[config.mk]
export PLATFORM = sky130hd
export DESIGN_NAME = ifetch_queue
export DESIGN_NICKNAME = d
export VERILOG_FILES = /design/src/rtl/ifetch_queue.sv
export SDC_FILE = /design/constraint.sdc
export NUM_CORES = 1
export LEC_CHECK = 0
export ABC_AREA = 0
export CAP_MARGIN = 20
export CORE_UTILIZATION = 53
export CTS_BUF_LIST = sky130_fd_sc_hd__clkbuf_2 sky130_fd_sc_hd__clkbuf_4 sky130_fd_sc_hd__clkbuf_8
export DETAILED_ROUTE_END_ITERATION = 10
export PLACE_DENSITY = 0.94
export REMOVE_ABC_BUFFERS = 1
export SLEW_MARGIN = 0
export SYNTH_ARGS = -nofsm -noshare
export SYNTH_HDL_FRONTEND = slang
export SYNTH_SLANG_ARGS = --single-unit
[constraint.sdc]
create_clock -name clk -period 15.9 [get_ports clk]
set_input_delay 2.385 -clock clk [delete_from_list [all_inputs] [get_ports clk]]
set_output_delay 2.385 -clock clk [all_outputs]
set_load 0.02 [all_outputs]
[src/rtl/ifetch_queue.sv]
// Fetch stage behind the PC register: imem request/grant/response handshake
// plus a small in-order queue of {pc, pc+4, instr} entries feeding decode.
module ifetch_queue #(
    parameter int          DEPTH = 2,
    parameter logic [31:0] NOP   = 32'h00000013
) (
    input  logic        clk,
    input  logic        rst,
    input  logic        en,
    input  logic [31:0] pcf,
    input  logic [31:0] pcplus4,
    output logic        pc_adv,
    output logic        imem_req,
    output logic [31:0] imem_addr,
    input  logic        imem_gnt,
    input  logic        imem_rvalid,
    input  logic [31:0] imem_rdata,
    input  logic        stall_d,
    input  logic        flush,
    output logic        valid_d,
    output logic [31:0] instr_d,
    output logic [31:0] pc_d,
    output logic [31:0] pcplus4_d
);

    localparam int AW = $clog2(DEPTH);
    localparam int PW = AW + 1;
    localparam logic [PW-1:0] ONE  = PW'(1);
    localparam logic [PW-1:0] FULL = PW'(DEPTH);

    logic [PW-1:0] alloc_ptr, fill_ptr, rd_ptr, drop_cnt;
    logic [PW-1:0] count, pending, drop_sum, drop_next;
    logic [AW-1:0] alloc_idx, fill_idx, rd_idx;
    logic          fill_ok, drop_hit, pop;

    logic [31:0] pc_q    [DEPTH];
    logic [31:0] pc4_q   [DEPTH];
    logic [31:0] instr_q [DEPTH];

    assign alloc_idx = alloc_ptr[AW-1:0];
    assign fill_idx  = fill_ptr[AW-1:0];
    assign rd_idx    = rd_ptr[AW-1:0];

    // count includes slots already granted but still waiting for data
    assign count   = alloc_ptr - rd_ptr;
    assign pending = alloc_ptr - fill_ptr;

    assign imem_req  = en & rst & ~flush & (count < FULL);
    assign pc_adv    = imem_req & imem_gnt;
    assign imem_addr = pcf;

    assign valid_d  = (fill_ptr != rd_ptr);
    assign fill_ok  = en & ~flush & imem_rvalid & (drop_cnt == '0) & (pending != '0);
    assign drop_hit = en & ~flush & imem_rvalid & (drop_cnt != '0);
    assign pop      = en & ~flush & valid_d & ~stall_d;

    assign instr_d   = valid_d ? instr_q[rd_idx] : NOP;
    assign pc_d      = valid_d ? pc_q[rd_idx]    : 32'h0;
    assign pcplus4_d = valid_d ? pc4_q[rd_idx]   : 32'h0;

    // A response landing in the flush cycle belongs to the discarded set.
    always_comb begin
        drop_sum  = drop_cnt + pending;
        drop_next = drop_sum;
        if (imem_rvalid && (drop_sum != '0))
            drop_next = drop_sum - ONE;
    end

    always_ff @(posedge clk or negedge rst) begin
        if (!rst) begin
            alloc_ptr <= '0;
            fill_ptr  <= '0;
            rd_ptr    <= '0;
            drop_cnt  <= '0;
        end else if (en) begin
            if (flush) begin
                alloc_ptr <= '0;
                fill_ptr  <= '0;
                rd_ptr    <= '0;
                drop_cnt  <= drop_next;
            end else begin
                if (pc_adv)
                    alloc_ptr <= alloc_ptr + ONE;
                if (fill_ok)
                    fill_ptr <= fill_ptr + ONE;
                if (drop_hit)
                    drop_cnt <= drop_cnt - ONE;
                if (pop)
                    rd_ptr <= rd_ptr + ONE;
            end
        end
    end

    // Payload needs no reset: it is only visible behind valid_d.
    always_ff @(posedge clk) begin
        if (pc_adv) begin
            pc_q[alloc_idx]  <= pcf;
            pc4_q[alloc_idx] <= pcplus4;
        end
        if (fill_ok)
            instr_q[fill_idx] <= imem_rdata;
    end

endmodule
Yosys cells after proc, flatten, opt, wreduce, memory -nomap -nowiden. Memory sizes are Yosys's and may differ from the RTL's. Cells that the tools add are included. W data, S select, Z words.

Memory bits (writable): 192. Output and inout port bits: 131. Memories kept: 3. Bits in registers: 8.

Multiplexer cells: 16. Magnitude comparators: 1. Reduce and logical (&&, ||, !) cells: 13. Bitwise gates (word level): 13. Equality and inequality tests: 1. Add/sub/neg operators: 8.

Memory list: instr_q (words 2, bits a word 32, rd ports 1, clocked after Yosys merged registers in 0, write ports 1, line 38) `logic [31:0] instr_q [DEPTH];`; pc4_q (words 2, bits a word 32, rd ports 1, clocked after Yosys merged registers in 0, write ports 1, line 37) `logic [31:0] pc4_q [DEPTH];`; pc_q (words 2, bits a word 32, rd ports 1, clocked after Yosys merged registers in 0, write ports 1, line 36) `logic [31:0] pc_q [DEPTH];`.

Operator list (number): $mux W32 (3); $mux W2 (9); $reduce_bool A2 Y1 (7); $and A1 B1 Y1 (11); $reduce_and A2 Y1 (4); $add A2 B1 Y2 const B (3); $mux W1 (4); $sub A2 B1 Y2 const B (2); $sub A2 B2 Y2 (2); $add A2 B2 Y2 (1); $logic_not A2 Y1 (1); $lt A2 B2 Y1 const B (1); $ne A2 B2 Y1 (1); $not A1 Y1 (2); $logic_and A1 B1 Y1 (1).

Depth between registers and ports, before layout.
Word-level depth: 7. Mapped depth: 11. Mapped depth without buffers: 11.

Worst setup path before layout. Ideal clock, no wire load.

Path kind: input-to-reg. From: in en. To: mem pc4_q[0][0] (enable). Arrival: 7184 ps. Path buffers: 0. Cell stages on the path: 3. Slack: 8150 ps. Required time: 15334 ps. Cells stage by stage: nor2b_1 > nand3_1 > nor3_1.

Cells in the longest elaborated chain, start to end: 6.

RTL lines: start: declaration (line 9) `input logic en,`; $and A1 B1 Y1 (3 in a row) (line 48) `assign imem_req = en & rst & ~flush & (count < FULL);`; $and A1 B1 Y1 (line 49) `assign pc_adv = imem_req & imem_gnt;`; $mux W1 (line 96) `if (pc_adv) begin`; $mux W1 (not written as such) (line 98) `pc4_q[alloc_idx] <= pcplus4;`; end: declaration (line 37).

No other way between the ends.

Worst setup path after layout.
From: in en. To: out pc_adv.

Cells in the longest elaborated chain, start to end: 4.

RTL lines: $and A1 B1 Y1 (3 in a row) (line 48); $and A1 B1 Y1 (line 49); end: declaration (line 12) `output logic pc_adv,`.

No other way between the ends.

==> qor.txt <==
initial core utilization - 55.3%
Top Ports - 234
fin util - 73.3%
wirelength, routed - 16800 um
power per cell area - 173 nW/um^2
post-synth cell types - 34
CTS H-tree depth - 4
largest net degree at the start of global routing - 86
CTS resizes - 0
DRT iter0 DRCs - 249
Leak - 3.70 nW
area share of and/or/nand/nor cells after synthesis - 6.71%
CTS tree - yes
Final Net Count - 836
critical path fanouts, max - 13
Slew headroom - 37.2%
drt wl/cell - 18.2 um
mean post-synth cell area - 15.5 sq um
WP data required - 13.52 ns
Via density - 5.27
mapped cell area - 8160 sq um
count of pins over their slew limit - 0
Worst-path clk slew - 0.09 ns
Fin Clk Skew - 0.0163 ns
Post-route DRC - 0
Critical Path Source - en
share of layout cells above drive strength 1 - 6.07%
final hold vios - 0
Post-DP HPWL - 11300 um
Tcrit/Tclk final - 42.7%
Synth area leaders - edfxtp_1 71%, mux2i_1 12%, nor2_1 4.6%, buf_4 2.9%, dfrtp_1 2.5%
GR Util All Layers - 21.6%
Detail Route Antenna Nets - 0
Hold-fix buffers, CTS - 0
Die Span Y - 126 um
Arr. time, crit path - 4.40 ns
grt ovf - 0
Reg2Reg Depth - 3
fin crit period - 6.79 ns
Cells after Synth - 528
Least-Margin Pin Slew - 0.941 ns
dpl cell area - 10400 sq um
clk buf depth - 2
worst reg2reg endpoint - pc_q[0][24]
end of the critical path - pc_adv
register area share after synthesis - 73.1%
outcome - completed
die span in x - 126 um
Setup CP Type - input port to output port
core area - 14800 sq um
multiplexer share of the synthesized area - 11.9%
Area Overhead vs Synth - 32.5%
GP Congestion - 0.814
Setup TNS - 0 ns
first-pass GRT wire length - 25700 um
router iterations before antenna repair - 4
Yosys top cell by area - edfxtp_1
top cell type's share of synthesized area - 70.6%
PortBufs - 233
xor/xnor cell area share of the yosys netlist - 1.26%
Clk Latency, worst-skew pair - 0.45 ns
Post-CTS Setup Bufs - 0
worst hold slack - 0.654 ns
synthesis warning total - 0
peak supply drop - 0.000141 V
flops & latches, synth - 200
largest family of logic cells by synthesized area - multiplexers
Critical Path Sink Type - output port
Setup violations, final - 0
fin area - 10800 sq um
vias in the first global route - 5021
HP Class - flip-flop to flip-flop
Synth Area in Compound Gates - 1.67%
root buf cell - clkbuf_8
Post-Synth Adder-Cell Area - 0.613%
diodes inserted - 0
worst r2r src - rd_ptr[0]
CTS buffer count - 17
RSZ-0062 raised after global routing - false
register-to-register path setup slack - 13.45 ns
Worst Setup Start Kind - input port
Via Count - 4875
Num Clock Sinks - 200
MaxCap Viol Count - 0
antenna violations before repair - 0
row count - 44
die area - 15900 sq um
FMAX - 147 MHz
[worst max-delay path, stage by stage]
cell and delay [ns]:
clkdlybuf4s50_1 0.72, nor2b_1 0.38, nand3_1 0.18, nor2_1 0.14
clkdlybuf4s50_1 0.61
[cells by family (layout without fill, tap and decap cells)]
group,count (synthesis),after routing
AOI/OAI and AO/OA,18,18
and+or+nand+nor,133,133
DFF,200,200
muxes,97,97
buffers and inverters,66,279
adders and majority gates,4,4
xor gates and xnor gates,10,10
[routing by layer]
metal	part of all wire, %	routed length (um)	GRT usage (%)
met2	52	8690	36.5
met5	0	0	0
met1	40	6670	25.7
met3	6.7	1130	6.16
met4	2.1	348	9.50
[cell usage in the layout, fill, tap and decap left out, drive strengths merged, types with 4 or more instances in the layout]
cell type,netlist,layout
nor2,101,101
clkinv,0,4
buf,48,6
inv,9,13
xnor2,7,7
edfxtp,192,192
nand2,12,12
o21ai,6,6
dfrtp,8,8
nor2b,7,7
ha,4,4
clkbuf,9,18
clkdlybuf4s50,0,233
mux2i,96,96
[worst min-delay path by stage]
stage                     slack (ns)      endpoint    startpoint  depth (start not counted)
final                           0.65  alloc_ptr[0]  alloc_ptr[0]                          2
after global placement          0.63   drop_cnt[1]   drop_cnt[1]                          2
after floorplan                 0.56  alloc_ptr[0]  alloc_ptr[0]                          2
after CTS                       0.65  alloc_ptr[0]  alloc_ptr[0]                          2
after global routing            0.70  alloc_ptr[1]  alloc_ptr[1]                          1
after detailed placement        0.63  alloc_ptr[0]  alloc_ptr[0]                          2
[power by group]
group | switching [W] | internal, W
registers | 0.0000370 | 0.000603
clock network | 0.000171 | 0.000142
logic | 0.000504 | 0.000416
total | 0.000713 | 0.00116
[synthesized netlist by cell type (all sizes together)]
library cell and n:
or4 1, and4b 1, inv 9, nor3 2, o211ai 1, a31oi 1
xnor2 7, clkbuf 9, o22ai 2, nor2b 7, mux2i 96, nand2 12
nand4 1, nand2b 2, xor2 3, edfxtp 192, a32o 1, and3 3
o21ai 6, o21a 1, nand3 3, a221o 2, mux2 1, buf 48
a2111oi 1, a21oi 3, dfrtp 8, ha 4, nor2 101
[stage by stage]
step                instances  setup WS [ns]  power, W
floorplan                 471           6.35   0.00117
global placement          894           9.20   0.00156
finish                    925           9.11   0.00187
CTS                       925           9.13   0.00189
global route              925           9.00   0.00196
detailed placement        894           9.13   0.00158
[registers in the layout, indices dropped and copies added, names as in the netlist]
register and count:
rd_ptr 2, pc4_q 64, pc_q 64, fill_ptr 2, drop_cnt 2, alloc_ptr 2
instr_q 64
[area by class of cell]
class	instances	area, sq um
fillers	885	3940
repair buffers	239	2380
multi-input cells	262	1820
clock inverters	13	144
clock buffers	18	241
inverters	9	33.8
flip-flops and latches	200	5970
well taps	184	230
Power figures use the tool's default switching activity.
